**config.mk**
```make
export PLATFORM = sky130hd
export DESIGN_NAME = ex_stage
export DESIGN_NICKNAME = d
export VERILOG_FILES = /design/src/rtl/types_pkg.sv /design/src/rtl/alu.sv /design/src/rtl/ex_stage.sv
export SDC_FILE = /design/constraint.sdc
export NUM_CORES = 1
export LEC_CHECK = 0
export ABC_CLOCK_PERIOD_IN_PS = 9300
export CAP_MARGIN = 10
export CORE_UTILIZATION = 30
export CTS_BUF_LIST = sky130_fd_sc_hd__clkbuf_2
export DETAILED_ROUTE_END_ITERATION = 8
export PLACE_DENSITY_LB_ADDON = 0.08
export SYNTH_ARGS = -nofsm -noshare
export SYNTH_HDL_FRONTEND = slang
export SYNTH_SLANG_ARGS = --single-unit
```
**constraint.sdc**
```tcl
create_clock -name clk -period 9.3 [get_ports clk]
set_input_delay 1.86 -clock clk [delete_from_list [all_inputs] [get_ports clk]]
set_output_delay 1.86 -clock clk [all_outputs]
set_load 0.05 [all_outputs]
```
**src/rtl/types_pkg.sv**
```systemverilog
// Shared mina_cpu pipeline types: operand selects, ALU/T ops, memory ops
// and the ID/EX and EX/MEM stage bundles.
package types_pkg;

  localparam int XLEN   = 32;
  localparam int REG_AW = 5;

  typedef enum logic [1:0] {SEL_ZERO, SEL_REG, SEL_IMM, SEL_PC} sel_t;

  typedef enum logic [2:0] {
    ALU_OP_ADD, ALU_OP_AND, ALU_OP_OR, ALU_OP_XOR,
    ALU_OP_SHL, ALU_OP_SHR, ALU_OP_SAR
  } alu_op_t;

  typedef enum logic [1:0] {T_OP_SET, T_OP_EQ, T_OP_LT, T_OP_LTU} t_op_t;

  typedef enum logic [1:0] {MEM_OP_NONE, MEM_OP_LOAD, MEM_OP_STORE} mem_op_t;

  // An all-zero bundle is a bubble: ADD of zeros, T_OP_SET, no branch, no memory op.
  typedef struct packed {
    mem_op_t             mem_op;
    logic [REG_AW-1:0]   rd_addr;
    logic [REG_AW-1:0]   ra_addr;
    logic [REG_AW-1:0]   rb_addr;
    logic [XLEN-1:0]     ra_data;
    logic [XLEN-1:0]     rb_data;
    logic [XLEN-1:0]     imm;
    logic [XLEN-1:0]     ia_plus_4;
    sel_t                a_sel;
    sel_t                b_sel;
    logic [4:0]          shift;
    logic                invert_b;
    alu_op_t             alu_op;
    t_op_t               t_op;
    logic                invert_t;
    logic                branch;
    logic                cond_branch;
  } ex_params_t;

  typedef struct packed {
    mem_op_t             mem_op;
    logic [XLEN-1:0]     result;
    logic [XLEN-1:0]     store_data;
    logic [REG_AW-1:0]   rd_addr;
  } mem_params_t;

  // r0 is hardwired to zero; otherwise MEM beats WB beats the register-file read.
  function automatic logic [XLEN-1:0] fwd_operand(
    input logic [REG_AW-1:0] addr,
    input logic [XLEN-1:0]   rf_data,
    input logic              mem_we,
    input logic [REG_AW-1:0] mem_addr,
    input logic [XLEN-1:0]   mem_data,
    input logic              wb_we,
    input logic [REG_AW-1:0] wb_addr,
    input logic [XLEN-1:0]   wb_data
  );
    if (addr == '0)                        return '0;
    else if (mem_we && mem_addr == addr)   return mem_data;
    else if (wb_we && wb_addr == addr)     return wb_data;
    else                                   return rf_data;
  endfunction

endpackage

```
**src/rtl/alu.sv**
```systemverilog
// Combinational ALU: adder with carry/overflow flags plus logic and shift ops.
module alu
  import types_pkg::*;
(
  input  logic [XLEN-1:0] a,
  input  logic [XLEN-1:0] b,
  input  logic            cin,
  input  alu_op_t         alu_op,
  output logic [XLEN-1:0] result,
  output logic            carry,
  output logic            overflow
);

  logic [XLEN:0] sum;

  // Flags always come from the adder so compares work whatever alu_op says.
  assign sum      = {1'b0, a} + {1'b0, b} + {{XLEN{1'b0}}, cin};
  assign carry    = sum[XLEN];
  assign overflow = (a[XLEN-1] == b[XLEN-1]) && (sum[XLEN-1] != a[XLEN-1]);

  always_comb begin
    // NOTE: a default before the case keeps every path assigned, so no latch is inferred.
    result = sum[XLEN-1:0];
    case (alu_op)
      ALU_OP_AND: result = a & b;
      ALU_OP_OR:  result = a | b;
      ALU_OP_XOR: result = a ^ b;
      ALU_OP_SHL: result = a << b[4:0];
      ALU_OP_SHR: result = a >> b[4:0];
      ALU_OP_SAR: result = $unsigned($signed(a) >>> b[4:0]);
      default:    result = sum[XLEN-1:0];
    endcase
  end

endmodule

```
**src/rtl/ex_stage.sv**
```systemverilog
// mina_cpu execute stage: forwarding, ALU, T flag, branch resolution and
// the EX/MEM pipeline register.
module ex_stage
  import types_pkg::*;
(
  input  logic              clk,
  input  logic              rst_n,
  input  ex_params_t        ex_params_in,
  input  logic              mem_fwd_we,
  input  logic [REG_AW-1:0] mem_fwd_addr,
  input  logic [XLEN-1:0]   mem_fwd_data,
  input  logic              wb_fwd_we,
  input  logic [REG_AW-1:0] wb_fwd_addr,
  input  logic [XLEN-1:0]   wb_fwd_data,
  output logic              valid,
  output logic              redirect,
  output logic [XLEN-1:0]   redirect_addr,
  output logic              t_flag,
  output mem_params_t       mem_params_out
);

  logic [XLEN-1:0] ra_val, rb_val;
  logic [XLEN-1:0] op_a, op_b_raw, op_b_shifted, op_b;
  logic [XLEN-1:0] alu_result, ex_result;
  logic            alu_carry, alu_overflow;
  logic            t_q, t_cmp, t_next, taken;
  mem_params_t     mem_q;

  assign ra_val = fwd_operand(ex_params_in.ra_addr, ex_params_in.ra_data,
                              mem_fwd_we, mem_fwd_addr, mem_fwd_data,
                              wb_fwd_we, wb_fwd_addr, wb_fwd_data);
  assign rb_val = fwd_operand(ex_params_in.rb_addr, ex_params_in.rb_data,
                              mem_fwd_we, mem_fwd_addr, mem_fwd_data,
                              wb_fwd_we, wb_fwd_addr, wb_fwd_data);

  always_comb begin
    op_a = '0;
    case (ex_params_in.a_sel)
      SEL_REG: op_a = ra_val;
      SEL_IMM: op_a = ex_params_in.imm;
      SEL_PC:  op_a = ex_params_in.ia_plus_4;
      default: op_a = '0;
    endcase
  end

  // SEL_PC has no meaning for B and falls through to zero.
  always_comb begin
    op_b_raw = '0;
    case (ex_params_in.b_sel)
      SEL_REG: op_b_raw = rb_val;
      SEL_IMM: op_b_raw = ex_params_in.imm;
      default: op_b_raw = '0;
    endcase
  end

  assign op_b_shifted = op_b_raw << ex_params_in.shift;
  assign op_b         = ex_params_in.invert_b ? ~op_b_shifted : op_b_shifted;

  alu u_alu (
    .a        (op_a),
    .b        (op_b),
    .cin      (ex_params_in.invert_b),
    .alu_op   (ex_params_in.alu_op),
    .result   (alu_result),
    .carry    (alu_carry),
    .overflow (alu_overflow)
  );

  // Compares assume the bundle asks for a subtract (ADD with invert_b).
  always_comb begin
    t_cmp = t_q;
    case (ex_params_in.t_op)
      T_OP_EQ:  t_cmp = (alu_result == '0);
      T_OP_LT:  t_cmp = alu_result[XLEN-1] ^ alu_overflow;
      T_OP_LTU: t_cmp = ~alu_carry;
      default:  t_cmp = t_q;
    endcase
  end

  assign t_next = t_cmp ^ ex_params_in.invert_t;

  // Branch decision sees the registered T, i.e. the older instruction's write.
  assign taken         = ex_params_in.branch & (~ex_params_in.cond_branch | t_q);
  assign redirect      = taken;
  assign valid         = ~taken;
  assign redirect_addr = alu_result;
  assign ex_result     = ex_params_in.branch ? ex_params_in.ia_plus_4 : alu_result;

  always_ff @(posedge clk) begin
    if (!rst_n) begin
      t_q   <= 1'b0;
      mem_q <= '0;
    end else begin
      // NOTE: sequential state uses non-blocking assignments so every register samples pre-edge values.
      t_q              <= t_next;
      mem_q.mem_op     <= ex_params_in.mem_op;
      mem_q.result     <= ex_result;
      mem_q.store_data <= rb_val;
      mem_q.rd_addr    <= ex_params_in.rd_addr;
    end
  end

  assign t_flag         = t_q;
  assign mem_params_out = mem_q;

endmodule

```
==> impl.org, run 1 <==
** Run status
- Outcome :: complete, but fails checks
- Failing checks :: setup timing

** Logic synthesis
- Most common cell in the netlist :: sky130_fd_sc_hd__nand2_1
- In the synthesized netlist the dominant register cell turns out to be sky130_fd_sc_hd__dfxtp_1.
- Async set-or-reset flop fraction in the synthesized netlist :: 0%
- Library cell occupying the most area in the post-synthesis netlist :: sky130_fd_sc_hd__mux2i_1
- Warnings from Yosys :: 0
- Each instance of the synthesized netlist takes up on average a little under 7 µm².
- Commonest cells in the netlist :: 206 x sky130_fd_sc_hd__nand2_1, 170 x sky130_fd_sc_hd__a21oi_1, 170 x sky130_fd_sc_hd__nor2_1
- Counting flops and latches in the post-synthesis netlist gives 72.
- Yosys mapped the design onto 100 distinct sky130hd cell types.
- In this run the cell area of the synthesized design comes to 16,900 µm².
- The synthesized design contains 0 enable-type register cells.
- Proportion of netlist area held by the largest area contributor :: ~9.6%
- For this run, the register share of the synthesized area comes to 8.55%.
- Biggest area contributors in the synthesized netlist :: sky130_fd_sc_hd__mux2i_1 9.6%, sky130_fd_sc_hd__dfxtp_1 8.6%, sky130_fd_sc_hd__a21oi_1 5.0%
- Post-synthesis net count :: 2,777
- Syn Inst Count :: 2,469

** Clocking
- Number of buffers inserted by hold repair at cts :: 0
- The H-tree was split into 3 levels.
- The clock drives between 70 and 80 sinks.
- Deepest clock path buffer count :: 2
- Latest clock arrival within the worst-skew pair :: between 0.6 and 0.7 ns
- Clk Tree Root Cell :: sky130_fd_sc_hd__clkbuf_2
- After clock tree synthesis, the clock-pin slew on the worst setup and hold paths is between 0.2 and 0.3 ns.
- TritonCTS clock tree :: built
- Buffers inserted during clock tree synthesis total 9.

** Global routing
- The number of antenna violations at the first check in global routing came to 8.
- After global routing the overflow that remains totals 0.
- Pin count of the biggest net entering global routing :: 73
- Vias in the first global route :: 24,371
- The first global-routing pass estimated 179,000 µm of wire.
- Global routing used 43.7% of the available tracks across all layers.

** Hold path
- In this run the most critical hold path is launched from t_flag.
- End point of the most critical hold path :: t_flag
- The worst hold path passes through 5 cells.
- The worst hold path belongs to the class flop to flop.

** Route
- In the final routed layout, each cell accounts on average for between 30 and 40 µm.
- Antenna-violating nets left :: 0
- Drt via density :: 6.42
- Drt drc :: 0
- After detailed routing, the total wire length is between 100,000 and 150,000 µm.
- The routed layout has around 25,000 vias.
- Total iterations of the first detailed-routing run :: 6
- Iteration-0 DRC count of the detailed router :: 3,276

** STA
- The final number of max-transition violations is 0.
- Post-route fraction of the period consumed by the critical path :: 100%
- Timing would allow up to roughly 110 MHz.
- Final Critical Period :: about 9.3 ns
- Headroom to the max-slew limit came out at 23.8%.
- Once routing completed, OpenROAD measured the worst setup slack at -0.0206 ns.
- Clock tree skew after final layout :: 0 ns
- Worst hold slack :: 0.894 ns
- Final Hold Violating Endpoints :: 0
- Finish-stage setup viols :: 1
- Actual slew at the worst max-slew pin :: roughly 1.1 ns

** Pwr
- Combinational logic burns 81.0% of the power.
- Net Switching :: 1.67 mW
- In this run the power density over the cells is 116 nW/µm².
- Total Power :: 3.14 mW
- Of the total power, the share spent switching nets is between 50 and 60%.
- Across the VDD grid, the largest voltage drop is 0.000105 V.
- Proportion of power drawn by the clock network :: 8.0%
- Register share of total power :: 11.0%
- Power Internal :: 1.47 mW
- For this design the static power due to leakage is 11.3 nW.

** Placement
- During placement, the flow inserted port buffers numbering 346.
- Count of placed standard cells including taps :: ~3,900
- Timing analysis after detailed placement gives a worst setup slack of -0.853 ns.
- Global placement routability congestion :: 1.11
- DP Wirelength :: 103,000 µm

** Final layout
- For this run, the post-layout net count is ~3,500.
- From synthesis to final layout, the design area changed by 60.9%.
- Final core utilization :: 49.0%
- Final cell count without fillers :: 3,966
- Cells with a size suffix above 1 make up about a third of the layout.

** Floorplan
- Io pins :: 347
- The floorplan step defined a die boundary enclosing 57,100 µm².
- Die Height :: 239 µm
- Die Span X :: 239 µm
- Rows :: 86
- Core Area :: 55,300 µm²
- Once the floorplan was initialized, standard cells occupied 30.5% of the core.

** Setup path
- Worst flop-to-flop path startpoint :: t_flag
- The worst setup path is captured at an output pin.
- Depth of the worst register-to-register path :: 5
- The worst setup path is launched from an input pin.
- STA puts the critical path data arrival time at 7.46 ns.
- For the worst setup path, the data required time is approximately 7.4 ns.
- Setup slack on the worst flop-to-flop path :: approximately 8.2 ns
- The critical path in this run is classified as input pin to output pin.
- Critical register-to-register path endpoint :: t_flag
- Peak fanout along the critical path :: 8

** Run
- Max Cap Violations :: 0
-- placed cells by master (no fill, tap or decap), types with 72 or more instances in the layout --
cell | synthesis | routed
sky130_fd_sc_hd__a21oi_1 | 170 | 145
sky130_fd_sc_hd__buf_4 | 9 | 604
sky130_fd_sc_hd__clkdlybuf4s50_1 | 0 | 292
sky130_fd_sc_hd__dfxtp_1 | 72 | 72
sky130_fd_sc_hd__inv_1 | 85 | 84
sky130_fd_sc_hd__mux2i_1 | 162 | 130
sky130_fd_sc_hd__nand2_1 | 206 | 199
sky130_fd_sc_hd__nand3_1 | 83 | 80
sky130_fd_sc_hd__nor2_1 | 170 | 150
sky130_fd_sc_hd__nor3_1 | 90 | 86
sky130_fd_sc_hd__o21ai_0 | 125 | 109
-- layout make-up --
class                           instances  area, µm²
Fill cell                            5598      28200
Clock buffer                            9       45.0
Timing Repair Buffer                  962       8460
Tap cell                              748        936
Multi-Input combinational cell       2067      15800
Sequential cell                        72       1440
Clock inverter                          7        103
Antenna cell                            6       15.0
Inverter                               95        357
-- worst max-delay path by stage --
stage / start / end / slack (ns) / cells past startpoint
after floorplan: ex_params_in[149] / redirect_addr[31] / 0.05 / 27
after CTS: ex_params_in[150] / redirect_addr[28] / 0.004 / 28
final: ex_params_in[152] / redirect_addr[11] / -0.02 / 16
after detailed placement: ex_params_in[147] / redirect_addr[24] / -0.85 / 31
after global routing: ex_params_in[150] / redirect_addr[28] / -0.08 / 32
after global placement: ex_params_in[147] / redirect_addr[24] / -0.85 / 31
-- state kept, by name, summed over array words and instances, names as in the netlist --
register / cells
mem_params_out: 71
t_flag: 1
-- routing by layer --
| metal | vias to the layer above | global-route usage [%] | wire length (µm) |
|---|---|---|---|
| met5 | - | 0 | 91 |
| met4 | 14 | 35.0 | 12300 |
| met3 | 490 | 8.82 | 12500 |
| met2 | 1849 | 68.0 | 56000 |
| met1 | 12281 | 52.3 | 48500 |
| li1 | 10844 | - | - |
-- kinds of logic (layout without fill, tap and decap cells) --
kind of cell | after synthesis | after routing | share of synthesized area (%)
compound gates | 910 | 910 | 37.8
simple gates | 808 | 808 | 23.8
buf+inv | 330 | 1073 | 8.05
mux | 209 | 209 | 12.9
xor+xnor | 73 | 73 | 3.91
flops | 72 | 72 | 8.55
fa+ha+maj | 67 | 67 | 4.97
other cells | 0 | 6 | 0
-- critical path, cell delays in order --
cell                              delay [ns]
sky130_fd_sc_hd__clkdlybuf4s50_1        0.50
sky130_fd_sc_hd__or4_1                  0.59
sky130_fd_sc_hd__o21a_1                 0.33
sky130_fd_sc_hd__buf_4                  0.24
sky130_fd_sc_hd__a32oi_1                0.20
sky130_fd_sc_hd__o21a_1                 0.47
sky130_fd_sc_hd__inv_1                  0.42
sky130_fd_sc_hd__nand3_1                0.18
sky130_fd_sc_hd__o21ai_0                0.26
sky130_fd_sc_hd__mux2i_4                0.39
sky130_fd_sc_hd__a21oi_1                0.21
sky130_fd_sc_hd__a2111oi_0              0.82
sky130_fd_sc_hd__a211oi_1               0.12
sky130_fd_sc_hd__buf_4                  0.22
sky130_fd_sc_hd__a211o_1                0.42
sky130_fd_sc_hd__buf_12                 0.21
-- per-stage QoR --
| stage | area [µm²] | setup TNS [ns] |
|---|---|---|
| floorplan | 16900 | 0 |
| global placement | 24600 | -9.36 |
| detailed placement | 24600 | -10.09 |
| CTS | 26300 | 0 |
| global route | 27100 | -0.207 |
| finish | 27100 | -0.0206 |
-- power groups by stage --
stage	clock [mW]	sequential, mW	combinational (mW)
3_5_place_dp	0	0.350	2.23
2_1_floorplan	0	0.441	0.965
6_report	0.250	0.345	2.54
3_3_place_gp	0	0.351	2.24
5_1_grt	0.264	0.347	2.61
4_1_cts	0.257	0.345	2.38
-- timing repair --
item | in CTS | in global routing
gates resized for setup | 234 | 153
setup endpoints to repair | 22 | 21
cloned | 4 | 0
pin swaps | 86 | 78
buffers inserted | 47 | 33
(Power assumes the default switching activity.)
==> run 2: changes to the inputs <==
--- a/config.mk
+++ b/config.mk
@@ -9,8 +9,10 @@
 export CAP_MARGIN = 10
 export CORE_UTILIZATION = 30
 export CTS_BUF_LIST = sky130_fd_sc_hd__clkbuf_2
+export CTS_CLUSTER_SIZE = 14
 export DETAILED_ROUTE_END_ITERATION = 8
 export PLACE_DENSITY_LB_ADDON = 0.08
+export REMOVE_ABC_BUFFERS = 1
 export SYNTH_ARGS = -nofsm -noshare
 export SYNTH_HDL_FRONTEND = slang
 export SYNTH_SLANG_ARGS = --single-unit
==> run 2 against run 1 <==
Wire length decreased by 4.0%. Cell area decreased by 1.1%. Sequential power about the same. Sequential share of layout area increased by 0.059 points. Largest power group unchanged. Critical path type unchanged. Total power decreased by 4.3%. First-iteration DRC count decreased by 19%. The flow now finishes without violations. Final cell count decreased by 0.25%. Sequential cell count unchanged.
==> impl.org, run 2 (same netlist as run 1, synthesis figures left out) <==
** Route
- Iteration-0 DRC count of the detailed router :: 2,662 (-19%)
- The via total after detailed routing is 24,814 (-2.6%).
- The DRC violation count after routing came to 0 (unchanged).
- Drt wl/cell :: 31.4 µm (-3.8%)
- The first-pass detailed-route iteration total came to 6 (unchanged).
- Antenna-violating nets left :: 0 (unchanged)
- The detail-routed via count per cell came to 6.27 (-2.4%).
- Routed wire length :: 124,000 µm (-4.0%)

** Setup path
- The worst setup path is captured at an output pin.
- In this design, the largest share of critical-path delay is due to compound AO/OA/AOI/OAI gates.
- STA classifies the critical path startpoint as an input pin.
- The delay contributed by the slowest stage of the critical path came to 0.39 ns (-0.43 ns).
- Crit path buf inv count :: 9 (+4)
- The slowest stage of the critical path belongs to the cell sky130_fd_sc_hd__ha_1.
- Arrival time worst endpoint :: 7.34 ns (-0.12 ns)
- The biggest fanout along the worst timing path is 7 (-1).
- Library cell appearing most often on the critical path :: sky130_fd_sc_hd__buf_4
- Critical path class :: input pin to output pin
- Data required time at the worst endpoint :: 7.44 ns (about the same)

** Floorplan
- Full die area :: 57,100 µm² (unchanged)
- The die boundary height was 239 µm (unchanged).
- The core footprint came to 55,300 µm² (unchanged).
- The number of standard-cell rows in the floorplan came to 86 (unchanged).
- The total I/O pin count is 347 (unchanged).
- Initial standard-cell utilization of the core :: 30.5% (unchanged)
- Die Span X :: 239 µm (unchanged)

** STA
- Final Critical Period :: 9.20 ns (-0.120 ns)
- The minimum hold slack was 0.860 ns (-0.0334 ns).
- Achievable clock frequency :: 109 MHz (+1.3%)
- Final worst-path setup slack :: 0.0996 ns (+0.120 ns)
- Slew Limit Headroom :: 26.2% (+2.4 points)
- Post-route fraction of the period consumed by the critical path :: 98.9% (-1.3 points)
- The final count of hold timing violations is 0 (unchanged).
- Slew Viols, Final :: 0 (unchanged)
- The final-report setup violation count came to 0 (-1).
- Setup repair after global routing missed its margin :: true
- The post-route clock skew was 0 ns (unchanged).
- The actual transition at the worst max-transition pin came to 1.10 ns (-0.0310 ns).

** Run status
- The run finished with clean final reports.

** Pwr
- Total Power :: 3.00 mW (-4.3%)
- The cell leakage power is 11.2 nW (-0.91%).
- The worst vdd rail ir drop was 0.000118 V (+12%).
- Total power divided by cell area :: 112 nW/µm² (-3.2%)

** Placement
- Global placement routability congestion :: 1.13 (+1.7%)
- DP Wirelength :: 99,600 µm (-3.1%)
- Placed standard-cell area :: 24,700 µm² (+0.37%)
- Number of buffer cells added on primary ports :: 346 (unchanged)
- Worst Setup Slack post-DPL :: -1.13 ns (-0.277 ns)

** Clocking
- The clock latency on the worst-skew pair is 0.64 ns (-0.03 ns).
- The clock edge transition at the registers on the reported setup and hold paths came to 0.25 ns (-0.02 ns).
- The total clock sinks is 72 (unchanged).
- Deepest clock path buffer count :: 2 (unchanged)
- CTS H-tree depth :: 3 (unchanged)
- The total CTS buffers is 9 (unchanged).
- The root buffer cell chosen for the clock tree is sky130_fd_sc_hd__clkbuf_2.
- TritonCTS built the clock tree.
- Number of buffers inserted by hold repair at cts :: 0 (unchanged)

** Global routing
- The maximum number of pins on one net before global-route repair was 73 (unchanged).
- The remaining global-route overflow is 0 (unchanged).
- The wire length of the first global-routing pass was 174,000 µm (-3.1%).
- The via count of the first global-routing pass was 24,327 (-0.18%).
- GRT Total Usage :: 42.0% (-1.8 points)
- Initial antenna violation count :: 8 (unchanged)

** Hold path
- Path category of the worst min-delay check :: flop to flop

** Final layout
- The library cell used most frequently in the layout, excluding fill and tap cells, is sky130_fd_sc_hd__buf_4.
- The number of flip-flops in the largest register was 71 (unchanged).
- Fraction of final layout cells sized beyond drive strength 1 :: 31.5% (-0.90 points)
- Area growth from synthesis to layout :: 59.1%
- The number of nets in the final layout was 3,509 (-0.17%).
- Total non-filler cell area in the finished layout :: 26,800 µm² (-1.1%)
- The filler cell count in the final layout came to 5,636 (+0.68%).
- The top cell types in the final layout, fill and taps aside, are 591 x sky130_fd_sc_hd__buf_4, 290 x sky130_fd_sc_hd__clkdlybuf4s50_1, 201 x sky130_fd_sc_hd__nand2_1.

** Run
- Max Cap Violations :: 0 (unchanged)
## run 2: cell types whose count changed in the layout (fill, tap and decap cells not counted), moves of 4 or more
cell and change:
sky130_fd_sc_hd__a22oi_1 -4, sky130_fd_sc_hd__buf_6 +5, sky130_fd_sc_hd__a31oi_4 -4, sky130_fd_sc_hd__a21oi_1 +6
sky130_fd_sc_hd__buf_12 +5, sky130_fd_sc_hd__a21oi_4 -5, sky130_fd_sc_hd__a211oi_1 +4, sky130_fd_sc_hd__buf_4 -13
sky130_fd_sc_hd__nor2_2 -6, sky130_fd_sc_hd__nor2_1 +5, sky130_fd_sc_hd__a22oi_2 +4
## run 2: worst reg2reg max path, cell delays in order (launching register included)
cell and delay [ns]:
sky130_fd_sc_hd__dfxtp_1 0.43, sky130_fd_sc_hd__inv_1 0.06, sky130_fd_sc_hd__a21oi_1 0.12, sky130_fd_sc_hd__o21ai_0 0.16, sky130_fd_sc_hd__o2111ai_1 0.13, sky130_fd_sc_hd__nand4b_1 0.11
## run 2: layer usage
layer	track usage [%]	vias up	wire, µm
li1	-	10834	-
met1	51.5	12078	48400
met2	67.9	1561	55900
met3	7.33	337	10800
met4	25.9	4	9000
met5	0	-	23
## run 2: what timing repair did
item	4_1_cts	5_1_grt
gates resized for setup	177	174
endpoints found under the setup margin	23	25
cloned	2	0
pin swaps	60	88
setup buffers	26	42
## run 2: layout make-up
type	instances	area, µm²	area share (%)
multi-input combinational	2067	15500	58.0
clock inverter	6	37.5	0.140
antenna	3	7.51	0.0280
timing repair buffer	956	8450	31.5
inverter	95	357	1.33
sequential	72	1440	5.38
clock buffer	9	45.0	0.168
tap	748	936	3.49
## run 2: final timing paths
kind,start,end,slack (ns),cells after the start
max,ex_params_in[146],redirect_addr[22],0.1,33
min,t_flag,t_flag,0.86,5
max reg2reg,t_flag,t_flag,8.22,5
min reg2reg,t_flag,t_flag,0.86,5
## run 2: where the power goes
| group | internal [mW] | switching [mW] | leakage (nW) | total [mW] |
|---|---|---|---|---|
| registers | 0.335 | 0.0101 | 0.600 | 0.345 |
| clock network | 0.0322 | 0.141 | 0.0512 | 0.173 |
| logic | 1.02 | 1.46 | 10.6 | 2.48 |
## run 2: per-stage QoR
stage	cells	utilization, %	setup TNS (ns)
5_1_grt	3955	48.5	-0.797
3_5_place_dp	3871	44.6	-15.95
6_report	3956	48.5	0
2_1_floorplan	2234	-	-24.88
4_1_cts	3913	46.7	0
3_3_place_gp	3871	44.6	-14.31
